===== src/rtl/iob_cache_fe_arbiter_pkg.sv =====
`default_nettype none
// +----------------------------------------------------------------------+
// | iob_cache_fe_arbiter_pkg: shared state encoding and index width      |
// | Rev 1.0                                                              |
// +----------------------------------------------------------------------+
package iob_cache_fe_arbiter_pkg;

    typedef enum logic [0:0] {
        ARB_IDLE = 1'b0,
        ARB_BUSY = 1'b1
    } arb_state_t;

    // Index width that never collapses to zero for small requester counts.
    function automatic int idx_w(input int n);
        return (n <= 2) ? 1 : $clog2(n);
    endfunction

endpackage
`default_nettype wire


===== src/rtl/iob_cache_fe_arbiter_picker.sv =====
`default_nettype none
// +----------------------------------------------------------------------+
// | iob_rr_picker: combinational round-robin select starting at ptr_i    |
// | Rev 1.0                                                              |
// +----------------------------------------------------------------------+
module iob_rr_picker
    import iob_cache_fe_arbiter_pkg::*;
#(
    parameter int   N_REQ = 2,
    localparam int  IDX_W = idx_w(N_REQ)
) (
    input  logic [N_REQ-1:0] req_i,
    input  logic [IDX_W-1:0] ptr_i,
    output logic [IDX_W-1:0] gnt_idx_o,
    output logic             any_o
);

    localparam logic [IDX_W:0] c_n_req = (IDX_W+1)'(N_REQ);

    logic [IDX_W:0] w_cand;

    // Scan offsets high to low so the closest requester at or above ptr wins.
    always_comb begin
        gnt_idx_o = '0;
        any_o     = 1'b0;
        w_cand    = '0;
        for (int i = N_REQ - 1; i >= 0; i--) begin
            w_cand = {1'b0, ptr_i} + (IDX_W+1)'(i);
            if (w_cand >= c_n_req) begin
                w_cand = w_cand - c_n_req;
            end
            if (req_i[w_cand[IDX_W-1:0]]) begin
                gnt_idx_o = w_cand[IDX_W-1:0];
                any_o     = 1'b1;
            end
        end
    end

endmodule
`default_nettype wire


===== src/rtl/iob_cache_fe_arbiter.sv =====
`default_nettype none
// +----------------------------------------------------------------------+
// | iob_cache_fe_arbiter: round-robin sharing of the cache front-end     |
// | Rev 1.0                                                              |
// +----------------------------------------------------------------------+
module iob_cache_fe_arbiter
    import iob_cache_fe_arbiter_pkg::*;
#(
    parameter int   N_REQ  = 2,
    parameter int   ADDR_W = 31,
    parameter int   DATA_W = 32,
    localparam int  IDX_W  = idx_w(N_REQ),
    localparam int  STRB_W = DATA_W / 8
) (
    input  logic                      clk,
    input  logic                      reset,
    input  logic [N_REQ-1:0]          s_valid,
    input  logic [N_REQ*ADDR_W-1:0]   s_addr,
    input  logic [N_REQ*DATA_W-1:0]   s_wdata,
    input  logic [N_REQ*STRB_W-1:0]   s_wstrb,
    output logic [DATA_W-1:0]         s_rdata,
    output logic [N_REQ-1:0]          s_ready,
    output logic                      c_valid,
    output logic [ADDR_W-1:0]         c_addr,
    output logic [DATA_W-1:0]         c_wdata,
    output logic [STRB_W-1:0]         c_wstrb,
    input  logic [DATA_W-1:0]         c_rdata,
    input  logic                      c_ready,
    output logic [IDX_W-1:0]          grant
);

    arb_state_t         state_q;
    logic [IDX_W-1:0]   ptr_q;
    logic [IDX_W-1:0]   grant_q;
    logic [ADDR_W-1:0]  addr_q;
    logic [DATA_W-1:0]  wdata_q;
    logic [STRB_W-1:0]  wstrb_q;

    logic [ADDR_W-1:0]  w_addr_arr  [N_REQ];
    logic [DATA_W-1:0]  w_wdata_arr [N_REQ];
    logic [STRB_W-1:0]  w_wstrb_arr [N_REQ];

    logic               w_done;
    logic [N_REQ-1:0]   w_owner_oh;
    logic [N_REQ-1:0]   w_elig;
    logic [IDX_W-1:0]   w_ptr_next;
    logic [IDX_W-1:0]   w_ptr_sel;
    logic [IDX_W-1:0]   w_win;
    logic               w_any;

    for (genvar k = 0; k < N_REQ; k++) begin : g_unpack
        assign w_addr_arr[k]  = s_addr[k*ADDR_W +: ADDR_W];
        assign w_wdata_arr[k] = s_wdata[k*DATA_W +: DATA_W];
        assign w_wstrb_arr[k] = s_wstrb[k*STRB_W +: STRB_W];
    end

    assign w_done     = (state_q == ARB_BUSY) && c_ready;
    assign w_owner_oh = N_REQ'(1) << grant_q;
    assign w_ptr_next = (grant_q == IDX_W'(N_REQ - 1)) ? '0 : grant_q + IDX_W'(1);

    // The completing owner still shows valid this cycle, so it is masked out
    // and the picker already uses the advanced pointer for a back-to-back win.
    assign w_elig     = s_valid & ~(w_done ? w_owner_oh : '0);
    assign w_ptr_sel  = w_done ? w_ptr_next : ptr_q;

    iob_rr_picker #(
        .N_REQ     (N_REQ)
    ) u_picker (
        .req_i     (w_elig),
        .ptr_i     (w_ptr_sel),
        .gnt_idx_o (w_win),
        .any_o     (w_any)
    );

    always_ff @(posedge clk or posedge reset) begin
        if (reset) begin
            state_q <= ARB_IDLE;
            ptr_q   <= '0;
            grant_q <= '0;
            addr_q  <= '0;
            wdata_q <= '0;
            wstrb_q <= '0;
        end else begin
            if (w_done) begin
                ptr_q <= w_ptr_next;
            end
            if ((state_q == ARB_IDLE) || w_done) begin
                if (w_any) begin
                    state_q <= ARB_BUSY;
                    grant_q <= w_win;
                    addr_q  <= w_addr_arr[w_win];
                    wdata_q <= w_wdata_arr[w_win];
                    wstrb_q <= w_wstrb_arr[w_win];
                end else begin
                    state_q <= ARB_IDLE;
                end
            end
        end
    end

    assign c_valid = (state_q == ARB_BUSY);
    assign c_addr  = addr_q;
    assign c_wdata = wdata_q;
    assign c_wstrb = wstrb_q;
    assign grant   = grant_q;
    assign s_ready = w_done ? w_owner_oh : '0;
    assign s_rdata = c_rdata;

endmodule
`default_nettype wire


===== config.mk =====
export PLATFORM = sky130hd
export DESIGN_NAME = iob_cache_fe_arbiter
export DESIGN_NICKNAME = d
export VERILOG_FILES = /design/src/rtl/iob_cache_fe_arbiter_pkg.sv /design/src/rtl/iob_cache_fe_arbiter_picker.sv /design/src/rtl/iob_cache_fe_arbiter.sv
export SDC_FILE = /design/constraint.sdc
export NUM_CORES = 1
export LEC_CHECK = 0
export ABC_AREA = 1
export BUFFER_PORTS_ARGS = -buffer_cell sky130_fd_sc_hd__clkbuf_2
export CAP_MARGIN = 30
export CELL_PAD_IN_SITES_DETAIL_PLACEMENT = 0
export CELL_PAD_IN_SITES_GLOBAL_PLACEMENT = 1
export CORE_MARGIN = 2
export CORE_UTILIZATION = 29
export CTS_BUF_LIST = sky130_fd_sc_hd__clkbuf_8
export DETAILED_ROUTE_END_ITERATION = 12
export GPL_ROUTABILITY_DRIVEN = 0
export PLACE_DENSITY_LB_ADDON = 0.05
export SLEW_MARGIN = 10
export SYNTH_ARGS = -nofsm -noshare
export SYNTH_HDL_FRONTEND = slang
export SYNTH_SLANG_ARGS = --single-unit

===== constraint.sdc =====
create_clock -name clk -period 3 [get_ports clk]
set_input_delay 0.9 -clock clk [delete_from_list [all_inputs] [get_ports clk]]
set_output_delay 0.9 -clock clk [all_outputs]
set_load 0.02 [all_outputs]

; ---- Yosys cells after proc, flatten, opt, wreduce, memory -nomap -nowiden
; Index checks and enable logic that the tools add are counted.
[classes]
add_sub_neg = 4
magnitude_cmp = 5
shifts = 1
muxes = 23
n_bitwise = 4
reduce_logical = 3
[ops]
columns = cell, n
row1 = $mux W32, 3
row2 = $mux W31, 3
row3 = $mux W1, 13
row4 = $mux W4, 3
row5 = $ge A2 B2 Y1 const B, 2
row6 = $lt A1 B2 Y1 const B, 2
row7 = $add A1 B1 Y2 const B, 1
row8 = $and A2 B2 Y2, 1
row9 = $ge A1 B2 Y1 const B, 1
row10 = $mux W2, 1
row11 = $not A1 Y2, 1
row12 = $not A2 Y2, 1
row13 = $reduce_and A2 Y1, 1
row14 = $shl A1 B1 Y2 const A, 1
row15 = $sub A1 B1 Y1 const B, 2
row16 = $add A1 B1 Y1 const B, 1
row17 = $logic_and A1 B1 Y1, 1
row18 = $logic_or A1 B1 Y1, 1
row19 = $not A1 Y1, 1
[totals]
regBits = 70
input_bits = 171
out_inout_bits = 103

; ---- Depth between registers and ports, before layout
[logic_depth]
depth_word = 14
ltp_mapped = 9
mapped_depth_nobuf = 7

; ---- Cells and area by module
; Synthesis repeated with hierarchy kept, for this count alone.
[unflattened]
hier_cells = 558
hier_area_um2 = 3767.4
[by_module_without_submodules]
columns = module, instances, cells_per_inst, area_each_um2
row1 = iob_cache_fe_arbiter, 1, 554, 3748.6
row2 = iob_rr_picker, 1, 4, 18.8

; ---- Worst setup path after synthesis
; Ideal clock, no wire load.
[synth_path]
kind = input -> output
start = input c_ready
end = output s_ready[1]
arrival_time_ns = 1.157
setup_slack_ns = 0.943
stages = 2
path_cell_list = nand3_1 inv_1
[synth_via]
elab_chain_len = 2
[synth_rtl]
columns = item, line_no
row1 = from (decl), iob_cache_fe_arbiter.sv:28  ; input logic c_ready,
row2 = $logic_and A1 B1 Y1, iob_cache_fe_arbiter.sv:57  ; assign w_done = (state_q == ARB_BUSY) && c_ready;
row3 = $mux W2, iob_cache_fe_arbiter.sv:106  ; assign s_ready = w_done ? w_owner_oh : '0;
row4 = to (decl), iob_cache_fe_arbiter.sv:22  ; output logic [N_REQ-1:0] s_ready,
; Every way passes these cells.

; ---- Final worst setup path
[layout_path]
start = input c_ready
end = output s_ready[0]
; Same word-level chain as after synthesis.

==> results.json <==
{
  "status": "complete, no violations",
  "pwr-share-comb_pct": 43.5,
  "post-synth-top-count-cell": "nand2_1",
  "postRouteAntennaNets": 0,
  "cts_hold_buf": 0,
  "routedWlPerCell_um": 13.62,
  "area_growth_pct": 26.41,
  "final_layout_size_suffix_gt1_share_pct": 30.11,
  "fin_crit_sh_pct": 76.93,
  "fillers": 1650,
  "final-seq-area_um2": 1752,
  "ys_top_cells_by_count": "nand2_1, inv_1, nand3_1",
  "cts_num_sinks": 70,
  "p_sw_w": 0.001625,
  "critical_path_class": "primary input to output pin",
  "instances_no_fill": 981,
  "cp.arrival_ns": 1.41,
  "ctsResizeCount": 0,
  "diodes": 0,
  "fp.dieW_um": 124.9,
  "async_flop_share_pct": 100.0,
  "drt_iter0_drc": 196,
  "fp-row-count": 44,
  "internal-power_w": 0.002099,
  "clk_pin_slew_ns": 0.07,
  "worst_pin_slew_ns": 0.5520,
  "setup_viol": 0,
  "tritoncts": "done",
  "end_kind": "output pin",
  "syn_area_um2": 4235,
  "ff2ff_setup_slack_ns": 1.10,
  "synthFlopType": "dfrtp_1",
  "num_vias": 4271,
  "ctsHtreeMaxLevel": 3,
  "syn_nets": 800,
  "fin_nets": 964,
  "slew_violations": 0,
  "clkPwrFrac_pct": 18.5,
  "yosysTopAreaCell": "dfrtp_1",
  "antenna_found_initial": 0,
  "yosys.cell_types.count": 14,
  "drt_wl_total_um": 13360,
  "die_y_um": 124.9,
  "hpwl_um": 9054,
  "grtUsageTotal_pct": 17.53,
  "hp-class": "register to register",
  "slew-limit-headroom_pct": 63.20,
  "drt_pass1_iterations": 4,
  "ir_drop_mv": 0.2364,
  "powerDensity_nw_per_um2": 695.6,
  "grt_pass1_vias": 4275,
  "postCtsSetupRepairBufs": 0,
  "syn_inst": 629,
  "dp_cells": 966,
  "pin_count": 274,
  "cts-buffers-inserted": 9,
  "drc_errors": 0,
  "multi_input_comb_area_um2": 1520,
  "overflow": 0,
  "startpoint_type": "primary input",
  "min_period_ns": 2.308,
  "yosysTopAreaCellShare_pct": 41.36,
  "path_max_fanout": 4,
  "required_ns": 2.10,
  "portBuffers": 209,
  "grt_pass1_wl_um": 21820,
  "hold_viol": 0,
  "finClkSkew_ns": 0.004078,
  "pwr-share-seq_pct": 38.0,
  "p_leak_nw": 3.526,
  "root_buffer": "clkbuf_8",
  "maxCapViolations": 0,
  "synth_edf_count": 0,
  "dieArea_um2": 15590,
  "initial_utilization_pct": 29.36,
  "yosys_warnings": 0,
  "via_per_inst": 4.354,
  "synth_top_cells_by_area": "dfrtp_1, nand2_1, nand3_1, inv_1, buf_4",
  "clockBufferDepth": 2,
  "fin_setup_tns_ns": 0,
  "clk_latency_ns": 0.35,
  "syn_area_per_cell_um2": 6.733,
  "grt_max_degree": 71,
  "core_um2": 14420,
  "p_sw_share_pct": 43.65,
  "yosys_register_bits": 70,
  "fmax_mhz": 433.3,
  "synth-seq-area-share_pct": 41.36,
  "rsz0062_at_grt": "no"
}
## metrics by stage
| step | utilization, % | hold slack [ns] | cell area (um2) | setup slack, ns | total power (W) |
|---|---|---|---|---|---|
| 6_report | 37.12 | 0.4795 | 5354 | 0.6921 | 0.003724 |
| 3_3_place_gp | 35.96 | 0.4620 | 5186 | 0.5719 | 0.003077 |
| 2_1_floorplan | - | 0.4619 | 4235 | 0.3318 | 0.002519 |
| 4_1_cts | 37.12 | 0.4838 | 5354 | 0.6855 | 0.003814 |
| 5_1_grt | 37.12 | 0.4954 | 5354 | 0.6259 | 0.004031 |
| 3_5_place_dp | 35.96 | 0.4644 | 5186 | 0.5020 | 0.003089 |
## worst paths after layout
path / to / depth (start not counted) / from
min in group asynchronous: c_wdata[25] / 3 / reset
min reg2reg: c_addr[21] / 2 / c_addr[21]
max: s_ready[0] / 4 / c_ready
min: c_addr[21] / 2 / c_addr[21]
max reg2reg: c_wdata[10] / 8 / c_valid
max in group asynchronous: c_addr[10] / 3 / reset
## worst max-delay path: stages
cell	delay (ns)
clkbuf_2	0.12
nand3_2	0.13
inv_1	0.08
clkbuf_2	0.17
## placed cells by master (no fill, tap or decap), drive strengths merged
master    n
nor2      1
clkinv    2
nand3   137
clkbuf  220
buf      11
o21ai     1
nand2   211
dfrtp    70
a21oi     1
inv     143
## registers in the layout, summed over array words and instances (netlist names)
| register | count |
|---|---|
| c_valid | 1 |
| c_wdata | 32 |
| c_wstrb | 4 |
| c_addr | 31 |
| grant | 1 |
| ptr_q | 1 |
## logic make-up (layout without fill, tap and decap cells)
group                  Yosys count  in the layout  share of synthesized area, %
buffers and inverters          208            376                         22.98
AND/OR/NAND/NOR                349            349                         35.33
AO/OA/AOI/OAI                    2              2                        0.3249
flip-flops                      70             70                         41.36
## routing by layer
metal  global-route usage [%]  part of all wire, %  up-vias
li1                         -                    -     2153
met1                    21.05                   42     1952
met2                    30.09                   49      142
met3                    4.596                  7.8       24
met4                    6.601                  1.7        0
met5                        0                    0        -
## layout make-up
type                    instances  area share [%]
clock buffers                  11           2.828
clock inverters                 4          0.3038
inverters                     141           9.909
multi-input cells             351           28.39
flip-flops and latches         70           32.72
well taps                     184           4.300
repair buffers                220           21.55
## power by group through the flow
stage	Sequential (W)	Combinational, W	Clock (W)
global placement	0.00143	0.00165	0
floorplan	0.00179	0.000729	0
finish	0.00142	0.00162	0.000688
CTS	0.00142	0.00166	0.000735
global route	0.00146	0.00180	0.000773
detailed placement	0.00143	0.00166	0
Note: power is estimated with default switching activity, not from simulation.
